**src/rtl/crc16_frame_appender.sv**
```systemverilog
// crc16_frame_appender
// Framing stage: forwards payload bytes unchanged while accumulating a
// CRC-16 over them, then appends the CRC (high byte first) after the byte
// marked s_last. A single registered output stage carries all bytes.
// crc_out/crc_done report the CRC of the most recently delivered frame.

module crc16_frame_appender #(
  parameter logic [15:0] POLY   = 16'h1021,
  parameter logic [15:0] INIT   = 16'hFFFF,
  parameter logic [15:0] XOROUT = 16'h0000
) (
  input  logic        clk,
  input  logic        rst,
  input  logic [7:0]  s_data,
  input  logic        s_valid,
  input  logic        s_last,
  output logic        s_ready,
  output logic [7:0]  m_data,
  output logic        m_valid,
  output logic        m_last,
  input  logic        m_ready,
  output logic [15:0] crc_out,
  output logic        crc_done
);

  typedef enum logic [1:0] {
    PAYLOAD = 2'd0,
    CRC_HI  = 2'd1,
    CRC_LO  = 2'd2
  } state_t;

  state_t      state;
  logic [15:0] crc;       // running CRC of the frame in progress
  logic [15:0] crc_hold;  // final CRC of the frame whose low byte is in flight
  logic [15:0] crc_x;
  logic [15:0] crc_next;
  logic        free;
  logic        s_fire;
  logic        m_fire;

  // One byte of MSB-first, non-reflected CRC, unrolled into combinational logic.
  function automatic logic [15:0] crc_upd(input logic [15:0] c, input logic [7:0] d);
    logic [15:0] r;
    logic        fb;
    r = c;
    for (int i = 7; i >= 0; i--) begin
      fb = r[15] ^ d[i];
      r  = {r[14:0], 1'b0} ^ (fb ? POLY : 16'h0000);
    end
    return r;
  endfunction

  // Handshake qualifiers and the next CRC value for the byte on s_data.
  always_comb begin
    // NOTE: every always_comb output gets a default first so no path leaves it unassigned and infers a latch.
    free     = 1'b0;
    s_ready  = 1'b0;
    s_fire   = 1'b0;
    m_fire   = 1'b0;
    crc_x    = crc ^ XOROUT;
    crc_next = crc_upd(crc, s_data);

    free    = !m_valid || m_ready;
    s_ready = (state == PAYLOAD) && free;
    s_fire  = s_valid && s_ready;
    m_fire  = m_valid && m_ready;
  end

  // Frame FSM: owns the output register, the running CRC and the held final CRC.
  always_ff @(posedge clk) begin
    // NOTE: datapath registers are reset too, so an aborted frame leaves no stale byte or CRC behind.
    if (rst) begin
      state    <= PAYLOAD;
      crc      <= INIT;
      crc_hold <= 16'h0000;
      m_data   <= 8'h00;
      m_valid  <= 1'b0;
      m_last   <= 1'b0;
    end else begin
      // NOTE: sequential state uses non-blocking assignments so every register samples pre-edge values.
      case (state)
        PAYLOAD: begin
          if (s_fire) begin
            m_data  <= s_data;
            m_valid <= 1'b1;
            m_last  <= 1'b0;
            crc     <= crc_next;
            if (s_last) begin
              state <= CRC_HI;
            end
          end else if (free) begin
            // Output slot drained and nothing new offered.
            m_valid <= 1'b0;
            m_last  <= 1'b0;
          end
        end

        CRC_HI: begin
          if (free) begin
            m_data  <= crc_x[15:8];
            m_valid <= 1'b1;
            m_last  <= 1'b0;
            state   <= CRC_LO;
          end
        end

        CRC_LO: begin
          if (free) begin
            m_data   <= crc_x[7:0];
            m_valid  <= 1'b1;
            m_last   <= 1'b1;
            crc_hold <= crc_x;
            crc      <= INIT;
            state    <= PAYLOAD;
          end
        end

        default: begin
          state   <= PAYLOAD;
          crc     <= INIT;
          m_valid <= 1'b0;
          m_last  <= 1'b0;
        end
      endcase
    end
  end

  // Report the frame CRC when its final byte is accepted downstream.
  always_ff @(posedge clk) begin
    if (rst) begin
      crc_out  <= 16'h0000;
      crc_done <= 1'b0;
    end else if (m_fire && m_last) begin
      crc_out  <= crc_hold;
      crc_done <= 1'b1;
    end else begin
      crc_done <= 1'b0;
    end
  end

endmodule

```
**config.mk**
```make
export PLATFORM = sky130hd
export DESIGN_NAME = crc16_frame_appender
export DESIGN_NICKNAME = d
export VERILOG_FILES = /design/src/rtl/crc16_frame_appender.sv
export SDC_FILE = /design/constraint.sdc
export NUM_CORES = 1
export LEC_CHECK = 0
export ABC_AREA = 1
export BUFFER_PORTS_ARGS = -buffer_cell sky130_fd_sc_hd__buf_4
export CORE_UTILIZATION = 44
export DETAILED_ROUTE_END_ITERATION = 7
export GPL_TIMING_DRIVEN = 1
export PLACE_DENSITY_LB_ADDON = 0.1
export SYNTH_ARGS = -nofsm -noshare
export SYNTH_HDL_FRONTEND = slang
export SYNTH_SLANG_ARGS = --single-unit
```
**constraint.sdc**
```tcl
create_clock -name clk -period 3.3 [get_ports clk]
set_clock_uncertainty 0.05 [all_clocks]
set_input_delay 0.33 -clock clk [delete_from_list [all_inputs] [get_ports clk]]
set_output_delay 0.33 -clock clk [all_outputs]
set_load 0.005 [all_outputs]
```
* Word level (Yosys, flattened, before mapping)
Cells that the tools add are included.
** Word-level totals
- Output and inout port bits :: 28
- Bits of input ports :: 13
- Logic and storage cells :: 75
- Register bits after elaboration :: 61
** Operators by class
- Reduce and logical (&&, ||, !) cells :: 14
- Eq/ne operators :: 8
- Mux-type cells :: 28
- Bitwise gates (word level) :: 17
** Operator list (count)
- XOR 16 x 13 -> 16 bit :: 8
- 2-to-1 mux 13 bit :: 8
- one-hot mux 16 bit (3 select lines) :: 1
- 2-to-1 mux 16 bit :: 2
- 2-to-1 mux 8 bit :: 3
- one-hot mux 8 bit (3 select lines) :: 1
- 2-to-1 mux 2 bit :: 4
- != test 2 bit, second input constant :: 4
- AND reduction 4 bit :: 2
- XOR 1 bit :: 8
- 2-to-1 mux 1 bit :: 6
- one-hot mux 2 bit (3 select lines) :: 1
- logical AND 1 bit :: 4
- AND reduction 2 bit :: 2
- != test 3 bit, second input constant :: 1
- one-hot mux 1 bit (3 select lines) :: 1
- AND reduction 3 bit :: 1
- nonzero test 3 bit :: 1
- equality test 2 x 1 -> 1 bit, second input constant :: 1
- equality test 2 bit, second input constant :: 1
- zero test 2 bit :: 1
- != test 2 x 1 -> 1 bit, second input constant :: 1
- one-hot mux 1 bit (2 select lines) :: 1
- OR reduction 2 bit :: 1
- 3 further kinds :: 3

* Logic depth before layout (Yosys ltp)
- Word-level depth :: 26
- Depth in mapped cells :: 10
- Mapped depth without buffers :: 10

* Least setup slack after synthesis
No wires, ideal clock.
- Path type :: flip-flop to flip-flop
- Start :: register state[0]
- End :: register crc[10]
- Path slack :: 1.698 ns
- Data arrival time :: 1.416 ns
- Buffers on the path :: 1
- Required time :: 3.114 ns
- Stages on the path, launching flop included :: 8
- Setup time :: 0.136 ns
- Period minus slack after synthesis :: 1.602 ns
- Cell sequence :: dfxtp_1 -> inv_1 -> ha_1 -> inv_2 -> nor2_2 -> nor3_4 -> buf_6 -> o211ai_1
** Between the ends
- Word-level cells in the longest chain between the ends :: 5
- Elaborated cells between the ends (all ways) :: 10
- Classes of those cells :: eq/ne: 4; mux: 1; bitwise: 1; reduce/logical: 4
** Ends and longest elaborated chain
- start: declaration :: RTL line 32 : state_t state;
- start signal: assignment :: RTL line 73 : state <= PAYLOAD;
- start signal: assignment :: RTL line 89 : state <= CRC_HI;
- start signal: assignment :: RTL line 103 : state <= CRC_LO;
- zero test 2 bit :: RTL line 64, 81
- logical AND 1 bit :: RTL line 64 : s_ready = (state == PAYLOAD) && free;
- logical AND 1 bit :: RTL line 65 : s_fire = s_valid && s_ready;
- != test 2 bit (no line)
- AND reduction 3 bit (no line)
- end signal: assignment :: RTL line 87 : crc <= crc_next;
- end: declaration :: RTL line 33 : logic [15:0] crc;
Several ways; a longest one is shown, not always the timed one.
A chain may end at the register's enable or synchronous reset.

* Worst setup path after layout
- Start :: register state[0]
- End :: output s_ready
** Between the ends
- Word-level cells in the longest chain between the ends :: 2
** Ends and longest elaborated chain
- zero test 2 bit :: RTL line 64
- logical AND 1 bit :: RTL line 64
- end: declaration :: RTL line 17 : output logic s_ready,
No other way between the ends.

==> implementation parameters <==
Parameter                              Value

Min path
  Hold Crit Class    primary input to flop
  Worst hold path endpoint    m_last
  Startpoint of the lowest-slack hold path    m_ready
  Cells on Worst Hold Path    4

Setup path
  Crit Reg-Reg Endpoint    crc[1]
  Worst endpoint required time    2.92 ns
  Max Fanout on Critical Path    15
  Start-to-end type of the worst setup path    flop to primary output
  Delay contributed by the slowest stage of the critical path    0.58 ns
  Signal arrival time at the worst endpoint    1.87 ns
  Reg2Reg Setup Slack    1.10 ns
  Worst-case reg-to-reg path depth    7
  Critical R2R Launch    state[0]
  Cells traversed along the worst timing path    inv_1, ha_1, inv_2, nor2_1, buf_4
  Worst-path cell with the longest stage delay    sky130_fd_sc_hd__ha_1
  Worst Setup End Kind    primary output
  Launching element type of the critical path    flop

Yosys
  Count of distinct cell types in the synthesized netlist    30
  Area of the mapped netlist    2890 µm²
  Commonest register cell after synthesis    sky130_fd_sc_hd__dfxtp_1
  Leading cell types by total area after synthesis    sky130_fd_sc_hd__dfxtp_1, sky130_fd_sc_hd__nand2_1, sky130_fd_sc_hd__o21ai_0
  Synth warn    0
  Number of flops mapped to enable cells by yosys    0
  Syn Area/Cell    7.16 µm²
  Post-Syn Nets    422
  Yosys top cell area share    0.423
  Fraction of the yosys area taken by sequential cells    0.423
  Total of flip-flops plus latches after synthesis    61
  Number of cells produced by synthesis    403
  Share of synthesized flip-flops with an asynchronous set or reset    0
  Dominant cell type by area after synthesis    sky130_fd_sc_hd__dfxtp_1

Clocking
  Insertion delay of the later-clocked pin in the worst-skew pair    0.33 ns
  Count of instances resized after the clock tree is built    0
  CTS Hold Buffers Added    0
  Number of clock buffers inserted by TritonCTS    9
  TritonCTS clock tree    done
  Number of levels in the clock H-tree    3
  Sinks on Clock Net    61
  Setup bufs post-CTS    0
  CTS max path bufs    2
  Root Driver    sky130_fd_sc_hd__clkbuf_8
  Clock Pin Slew Worst Setup and Hold Paths    0.08 ns

Global route
  First-pass GRT wire length    10.9 mm
  Remaining Overflow, GRT    0
  Initial antenna violation count    0
  Largest net degree at the start of global routing    39
  Total routing resource utilization after global routing    0.198
  Via count of the first global-routing pass    2,275

STA
  Final-layout setup total negative slack    0 ns
  Number of endpoints failing setup at the final stage    0
  Minimum period implied by the final worst setup slack    2.25 ns
  Final Hold Violating Endpoints    0
  Headroom to the max-slew limit    0.349
  Max frequency    0.444 GHz
  Worst Hold Slack    0.264 ns
  Final number of max-transition violations    0
  Unrepaired setup endpoints after global routing    false
  Slew @ Worst Pin    0.975 ns
  Crit share post-route    0.682
  Worst Setup Slack, final    1.05 ns

Cells and area
  Register cell area after layout    1220 µm²
  Number of fill cells    639
  Area taken by multi-input logic gates    1400 µm²
  Fraction of layout instances using a drive strength above 1    0.165
  Relative area change from synthesis to final layout    18.9%
  Post-layout nets    457
  Antenna Cells    0
  Final non-filler cell total    520

Routing
  Routed wirelength normalized by instance count    12.5 µm
  Final antenna-violating net count    0
  Detail-routed via count per cell    4.99
  Vias post-DR    2,597
  Number of detailed-routing iterations run before antenna repair    4
  Routed Wire Length    6.53 mm
  Iter 0 DRT Violations    140
  Residual DRC count    0

Placement
  # port buffers    40
  Final weighted congestion in routability-driven placement    0.833
  Number of placed cells counting well taps    504
  Pre-CTS setup slack    1.11 ns
  HPWL after DPL    4.58 mm

Die
  Ports    41
  Area inside the core boundary    6350 µm²
  Vertical extent of the die    83.0 µm
  Count of standard-cell rows    29
  Die X    83.0 µm
  Floorplan die area    6890 µm²
  Initial Utilization    0.455

Pwr
  Total power    3.42 mW
  IR drop worst, VDD    0.624 mV
  Power Dens Cells    996 nW/µm²
  Pleak    1.59 nW

Job
  Count of maximum capacitance violations    0

Outcome
  Result of the run    finished clean
cells in the final DEF, fill, tap and decap left out, drive strengths merged:
cell type	instances
inv	52
nor2	41
a211oi	8
o22ai	6
buf	41
nand2	86
a21oi	38
o21ai	50
dfxtp	61
o311ai	1
xnor2	4
o211ai	4
mux2	2
xor2	4
nand3	22
clkinvlp	2
clkbuf	9
bufinv	2
clkinv	2
ha	6
nor3	2
power by group:
part	internal, mW	total (mW)	switching [mW]	leakage [nW]
sequential	0.973	1.13	0.156	0.501
clock	0.427	0.740	0.312	0.106
combinational	0.567	1.55	0.985	0.984
total	1.97	3.42	1.45	1.59
metal layers:
metal	global-route usage	wire, µm	vias to the layer above
li1	-	-	1385
met1	0.273	3220	1141
met2	0.303	2890	65
met3	0.0368	328	6
met4	0.0862	82	0
met5	0	0	-
flip-flops by register name, indices dropped and copies added, names as in the netlist:
signal / count
crc_out: 16
state: 2
m_last: 1
m_data: 8
crc_done: 1
crc: 16
crc_hold: 16
m_valid: 1
worst max path at each step:
| stage | start | to | cells after the start |
|---|---|---|---|
| after floorplan | state[0] | crc[10] | 7 |
| after global placement | state[0] | crc_hold[13] | 7 |
| after detailed placement | state[0] | crc_hold[13] | 7 |
| after CTS | state[0] | s_ready | 5 |
| after global routing | state[0] | crc_hold[13] | 7 |
| final | state[0] | s_ready | 5 |
layout make-up:
class | count | area share
multi-input combinational | 274 | 0.406
sequential | 61 | 0.356
timing repair buffer | 41 | 0.0897
inverter | 51 | 0.0558
clock buffer | 9 | 0.0361
clock inverter | 7 | 0.0284
tap | 77 | 0.0281
cell usage after synthesis, drive strengths merged (6+ instances only):
cell	count
clkbuf	11
nor2	41
nand2	86
a21oi	38
inv	51
a211oi	8
nand3	22
buf	6
o22ai	6
dfxtp	61
ha	6
o21ai	50
through the flow:
step                 util  instance area, µm²
finish              0.541                3430
global route        0.541                3430
CTS                 0.541                3430
detailed placement  0.506                3210
global placement    0.506                3210
floorplan               -                2890
kinds of logic after synthesis:
family                     count (synthesis)  share of synthesized area
DFF                                       61                      0.423
buffers and inverters                     68                     0.0936
muxes                                      2                    0.00780
adders and majority gates                  6                     0.0260
AOI/OAI and AO/OA                        107                      0.205
and+or+nand+nor                          151                      0.220
xor gates and xnor gates                   8                     0.0243
critical path, delay by kind of cell, from the launching register on:
kind / cells / cell delay [ns]
flip-flops: 1 / 0.35
adder cells (fa/ha/maj): 1 / 0.58
AND/OR/NAND/NOR: 1 / 0.16
buffers and inverters: 3 / 0.45
(Power assumes the default switching activity.)
